===== config.mk =====
export PLATFORM = sky130hd
export DESIGN_NAME = irq_pending_ctrl_flat
export DESIGN_NICKNAME = d
export VERILOG_FILES = /design/src/rtl/irq_pending_ctrl_if.sv /design/src/rtl/irq_pending_ctrl.sv /design/src/flat_wrapper.sv
export SDC_FILE = /design/constraint.sdc
export NUM_CORES = 1
export LEC_CHECK = 0
export ABC_AREA = 1
export CAP_MARGIN = 20
export CORE_MARGIN = 5
export CORE_UTILIZATION = 35
export DETAILED_ROUTE_END_ITERATION = 8
export SLEW_MARGIN = 10
export SYNTH_ARGS = -nofsm -noshare
export SYNTH_HDL_FRONTEND = slang
export SYNTH_SLANG_ARGS = --single-unit

===== constraint.sdc =====
create_clock -name clk -period 1.3 [get_ports clk]
set_clock_uncertainty 0.2 [all_clocks]
set_input_delay 0.13 -clock clk [delete_from_list [all_inputs] [get_ports clk]]
set_output_delay 0.13 -clock clk [all_outputs]
set_load 0.01 [all_outputs]

===== src/rtl/irq_pending_ctrl_if.sv =====
// Bus bundle for irq_pending_ctrl: request lines, mask access, acknowledge and status.
// master drives requests/strobes; slave is the controller itself.
interface irq_pending_ctrl_if;
  logic [3:0] req_in;
  logic       mask_we;
  logic [3:0] mask_wdata;
  logic [3:0] mask;
  logic       ack;
  logic [1:0] ack_id;
  logic [3:0] pending;
  logic       irq;
  logic [3:0] overflow;
  logic       ovf_clr;

  modport master (
    output req_in, mask_we, mask_wdata, ack, ack_id, ovf_clr,
    input  mask, pending, irq, overflow
  );

  modport slave (
    input  req_in, mask_we, mask_wdata, ack, ack_id, ovf_clr,
    output mask, pending, irq, overflow
  );
endinterface


===== src/rtl/irq_pending_ctrl.sv =====
// Request synchroniser + sticky pending capture feeding the 4-to-2 priority encoder.
// Optional macro IRQ_LEVEL_EN selects level-sensitive capture (overflow disabled).
module irq_pending_ctrl #(
  parameter int SYNC_STAGES = 2
) (
  input  logic              clk,
  input  logic              rst_n,
  irq_pending_ctrl_if.slave bus
);

  logic [3:0] sync_reg [SYNC_STAGES];
  logic [3:0] sync_out;
  logic [3:0] hist_reg;
  logic [3:0] pend_reg;
  logic [3:0] pend_next;
  logic [3:0] mask_reg;
  logic [3:0] ovf_reg;
  logic [3:0] ovf_next;
  logic [3:0] ack_vec;

  assign sync_out = sync_reg[SYNC_STAGES-1];

  always_comb begin
    ack_vec = '0;
    if (bus.ack) ack_vec[bus.ack_id] = 1'b1;
  end

  generate
    for (genvar gi = 0; gi < 4; gi++) begin : g_bit
`ifdef IRQ_LEVEL_EN
      assign pend_next[gi] = sync_out[gi] | (pend_reg[gi] & ~ack_vec[gi]);
      assign ovf_next[gi]  = 1'b0;
`else
      logic rise;
      assign rise = sync_out[gi] & ~hist_reg[gi];
      // Set beats ack; an edge landing on an un-acked pending bit is an overflow.
      assign pend_next[gi] = rise | (pend_reg[gi] & ~ack_vec[gi]);
      assign ovf_next[gi]  = (rise & pend_reg[gi] & ~ack_vec[gi]) |
                             (ovf_reg[gi] & ~bus.ovf_clr);
`endif
    end
  endgenerate

`ifdef IRQ_LEVEL_EN
  logic unused_level;
  assign unused_level = ^{bus.ovf_clr, hist_reg};
`endif

  always_ff @(posedge clk or negedge rst_n) begin
    if (!rst_n) begin
      for (int k = 0; k < SYNC_STAGES; k++) sync_reg[k] <= '0;
      hist_reg <= '0;
      pend_reg <= '0;
      mask_reg <= '0;
      ovf_reg  <= '0;
    end else begin
      sync_reg[0] <= bus.req_in;
      for (int k = 1; k < SYNC_STAGES; k++) sync_reg[k] <= sync_reg[k-1];
      hist_reg <= sync_out;
      pend_reg <= pend_next;
      ovf_reg  <= ovf_next;
      if (bus.mask_we) mask_reg <= bus.mask_wdata;
    end
  end

  // Mask gates visibility only; capture and ack work on the raw register.
  assign bus.pending  = pend_reg & ~mask_reg;
  assign bus.irq      = |(pend_reg & ~mask_reg);
  assign bus.mask     = mask_reg;
  assign bus.overflow = ovf_reg;

endmodule

===== src/flat_wrapper.sv =====
// flat-port wrapper written by rule: the top's interface ports become plain ports
module irq_pending_ctrl_flat 
#(
  parameter int SYNC_STAGES = 2
)
  (clk, rst_n, bus_req_in, bus_mask_we, bus_mask_wdata, bus_ack, bus_ack_id, bus_ovf_clr, bus_mask, bus_pending, bus_irq, bus_overflow);
  irq_pending_ctrl_if bus_i ();
  input  logic clk;
  input  logic rst_n;
  input wire logic [$bits(bus_i.req_in)-1:0] bus_req_in;
  input wire logic [$bits(bus_i.mask_we)-1:0] bus_mask_we;
  input wire logic [$bits(bus_i.mask_wdata)-1:0] bus_mask_wdata;
  input wire logic [$bits(bus_i.ack)-1:0] bus_ack;
  input wire logic [$bits(bus_i.ack_id)-1:0] bus_ack_id;
  input wire logic [$bits(bus_i.ovf_clr)-1:0] bus_ovf_clr;
  output wire logic [$bits(bus_i.mask)-1:0] bus_mask;
  output wire logic [$bits(bus_i.pending)-1:0] bus_pending;
  output wire logic [$bits(bus_i.irq)-1:0] bus_irq;
  output wire logic [$bits(bus_i.overflow)-1:0] bus_overflow;
  assign bus_i.req_in = bus_req_in;
  assign bus_i.mask_we = bus_mask_we;
  assign bus_i.mask_wdata = bus_mask_wdata;
  assign bus_i.ack = bus_ack;
  assign bus_i.ack_id = bus_ack_id;
  assign bus_i.ovf_clr = bus_ovf_clr;
  assign bus_mask = bus_i.mask;
  assign bus_pending = bus_i.pending;
  assign bus_irq = bus_i.irq;
  assign bus_overflow = bus_i.overflow;
  irq_pending_ctrl #(.SYNC_STAGES(SYNC_STAGES)) u_core (.clk(clk), .rst_n(rst_n), .bus(bus_i));
endmodule

Word level (Yosys, flattened, before mapping)
Index checks and enable logic that the tools add are counted.
{ "word_totals": {"in_bits": 15, "register_bits": 24, "elab_cells": 52, "out_inout_bits": 13} }
{ "classes": {"magnitude_cmp": 2, "mux": 3, "bitwise_logic": 39, "n_reduce_logical": 2} }
{ "ops": {"columns": ["op", "count"], "rows": [
  ["AND 1 bit", 20],
  ["NOT 1 bit", 9],
  ["bitwise OR 1 bit", 8],
  ["AND 4 bit", 1],
  ["two-way mux 4 bit", 1],
  ["NOT 4 bit", 1],
  ["OR reduction 4 bit", 1],
  ["< comparator 2 x 3 -> 1 bit, second input constant", 1],
  ["demux 1 bit (select 2 bit)", 1],
  ["greater-or-equal comparator 2 x 1 -> 1 bit, second input constant", 1],
  ["logical AND 1 bit", 1],
  ["two-way mux 1 bit", 1]
]} }

Longest topological paths before layout
{ "logic_depth": {"word_depth": 8, "ltp_mapped": 5, "depth_no_buf": 5} }

Worst setup path before layout
Ideal clock, no wire load.
{ "synth_timing": {"path_type": "register to output", "from": "register u_core.mask_reg[1], in the netlist u_core.bus.mask[1]", "to": "output port bus_irq", "path_stages_with_launch": 4, "path_buffers": 0, "required_time_ps": 970, "setup_slack_ps": 320, "arrival_ps": 650, "cell_sequence": "dfrtp_1 > inv_1 > nand2_1 > nand4_1"} }
{ "synth_via": {"elab_chain_cells": 3} }
{ "synth_lines": {"columns": ["item", "line_no", "rtl"], "rows": [
  ["start, declared", "irq_pending_ctrl.sv:16", "logic [3:0] mask_reg;"],
  ["start signal, assigned", "irq_pending_ctrl.sv:62", "if (bus.mask_we) mask_reg <= bus.mask_wdata;"],
  ["NOT 4 bit", "irq_pending_ctrl.sv:68", "assign bus.irq = |(pend_reg & ~mask_reg);"],
  ["AND 4 bit", "irq_pending_ctrl.sv:68", null],
  ["OR reduction 4 bit", "irq_pending_ctrl.sv:68", null],
  ["end, declared", "flat_wrapper.sv:18", "output wire logic [$bits(bus_i.irq)-1:0] bus_irq;"]
]} }
Every way passes these cells.

Worst setup path in the final report
{ "layout_timing": {"from": "register u_core.mask_reg[2], in the netlist u_core.bus.mask[2]", "to": "output port bus_irq"} }
Same word-level chain as after synthesis.

==> flow_summary_export.csv <==
group,metric,value,unit
outcome,outcome,"finished with violations",
outcome,violations,"setup timing",
setup_path,required,0.97,ns
synthesis,synth_cell_types,8,
setup_path,path_max_fanout,2,
finish,insertedDiodeCount,0,
pwr,comb_power_share,19.2,%
clock_tree,cts_made_buffers,3,
clock_tree,clock_latency,0.30,ns
timing,fmax,715,MHz
drt,first_pass_iters,3,
finish,fin_area,0.00126,mm^2
synthesis,syn_nets,101,
floorplanning,io_pins,28,
clock_tree,cts_tree,"yes",
global_route,antenna_found_initial,0,
synthesis,synth_area,848,um^2
global_route,grt_max_degree,25,
finish,nFillCells,218,
timing,min_period_over_period,108,%
pwr,p_sw_share,24.9,%
timing,setup_slack,-0.0987,ns
synthesis,netlist_instances,86,
pwr,powerDensity,1200,mW/mm^2
setup_path,end_kind,"output pin",
global_route,grt_usage,11.0,%
finish,register_area,601,um^2
synthesis,synth-seq-cells,24,
synthesis,syn_avg_cell_area,9.86,um^2
finish,multiInputGateArea,185,um^2
synthesis,synth.top_cell.area_share,70.8,%
clock_tree,cts_buffer_depth,2,
timing,relSlewSlack,82.0,%
synthesis,synth_top_area_cell,"dfrtp_1",
pwr,switchingPower,0.000374,W
timing,worst_slew_pin_slew,0.270,ns
clock_tree,clockRootBuffer,"clkbuf_4",
placement,globalplace.congestion,0.788,
drt,routed_wl,1.78,mm
placement,dpl.hpwl,1.31,mm
drt,maxUsedRoutingLayer,"met4",
finish,nets,146,
placement,dpl_cell_area,0.00120,mm^2
clock_tree,clkSinkCount,24,
drt,detail-route-antenna-nets,0,
timing,period_needed,1.40,ns
global_route,grt_overflow,0,
finish,drive_gt1_share,24.6,%
setup_path,start_kind,"register",
timing,tns,-0.216,ns
clock_tree,htree_levels,1,
synthesis,synth_area_leaders,"dfrtp_1, nand2_1, inv_1",
setup_path,arrival,1.07,ns
global_route,grt_pass1_vias,708,
pwr,p_clk_share,25.4,%
placement,io_buffers,27,
finish,final_common_cell,"nand2_1",
finish,syn_to_final_growth,48.4,%
floorplanning,initial_core_util,37.6,%
floorplanning,core_area,0.00225,mm^2
setup_path,path_class,"reg2out",
clock_tree,cts.clk_slew.worst_paths,0.13,ns
placement,preCtsSetupSlack,-0.169,ns
floorplanning,die_h,59.2,um
drt,remaining_drc_errors,0,
timing,maxSlewViolCount,0,
drt,wl_met1,774,um
pwr,leakage,0.689,nW
drt,drt-vias-per-instance,4.41,
finish,mostFrequentLayoutCells,"nand2_1, dfrtp_1, inv_1",
drt,vias,696,
timing,setup_viol,5,
drt,wl_per_cell,11.3,um
drt,route.met2.wl,790,um
pwr,internal_power,0.00113,W
worst_hold_path,hold_path_class,"in2reg",
pwr,p_seq_share,55.3,%
synthesis,ys_warn_count,0,
global_route,grt_pass1_wl,2.87,mm
timing,hold_viol_final,0,
drt,routed-wl-met3,195,um
timing,rsz0062_at_grt,"true",
drt,first_iter_violations,13,
pwr,finalPower,0.00150,W
floorplanning,fp-row-count,17,
floorplanning,dieArea,0.00351,mm^2
pwr,vdd_drop_max,0.709,mV
floorplanning,die-width,59.2,um
synthesis,ys_seq_area_share,70.8,%
job,drv_cap,0,
[kinds of logic after synthesis]
group                  after synthesis  synth area share [%]
AOI/OAI and AO/OA                    5                  2.95
buffers and inverters               18                  7.96
and+or+nand+nor                     39                  18.3
DFF                                 24                  70.8
[critical path: stages (launching register included)]
cell,delay (ns)
dfrtp_1,0.41
inv_1,0.07
nand2_1,0.06
nand4_1,0.09
buf_2,0.13
[through the flow]
| step | utilization [%] | cells | hold WS, ns |
|---|---|---|---|
| 2_1_floorplan | - | 86 | -0.366 |
| 3_3_place_gp | 53.4 | 146 | 0.133 |
| 3_5_place_dp | 53.4 | 146 | 0.137 |
| 4_1_cts | 55.3 | 154 | 0.0288 |
| 5_1_grt | 55.8 | 158 | 0.0175 |
| 6_report | 55.8 | 158 | 0.0380 |
[Yosys cell counts]
| library cell | count |
|---|---|
| dfrtp_1 | 24 |
| o21ai_1 | 1 |
| inv_1 | 18 |
| nand2_1 | 29 |
| nand3_1 | 5 |
| nand4_1 | 1 |
| nor2_1 | 4 |
| o21ai_0 | 4 |
[final cells by class]
cell class,instances,area share [%]
Sequential cell,24,47.7
Tap cell,28,2.78
Clock buffer,4,2.88
Timing Repair Buffer,40,26.5
Multi-Input combinational cell,44,14.7
Inverter,18,5.37
[final timing paths]
path	endpoint	from	slack [ns]	depth (start not counted)
min reg2reg	u_core.sync_out[3]	u_core.sync_reg[7]	0.16	0
min	u_core.sync_reg[4]	bus_req_in[0]	0.04	1
max in group asynchronous	u_core.sync_reg[6]	rst_n	0.24	3
max reg2reg	u_core.bus.overflow[1]	u_core.pend_reg[1]	0.26	5
min in group asynchronous	u_core.hist_reg[1]	rst_n	0.51	3
max	bus_irq	u_core.bus.mask[2]	-0.1	4
[layer usage]
metal,GRT usage (%),vias to the layer above
met5,0,-
met4,4.85,0
met3,2.61,2
met2,18.9,29
met1,12.9,322
li1,-,343
[timing repair]
item / CTS / global route
gates resized for setup: 35 / 13
buffers inserted: 3 / 4
hold endpoints to repair: 24 / 0
pin swaps: 1 / 0
hold buffers: 1 / 0
setup endpoints to repair: 13 / 13
[power groups by stage]
stage	Combinational [W]	Sequential [W]	Clock [W]
after global routing	0.000318	0.000841	0.000426
after CTS	0.000276	0.000831	0.000401
after floorplan	0.0000797	0.000856	0
after global placement	0.000282	0.000844	0
after detailed placement	0.000289	0.000846	0
final	0.000290	0.000832	0.000382
No activity file was read; power rests on OpenSTA's default activity.
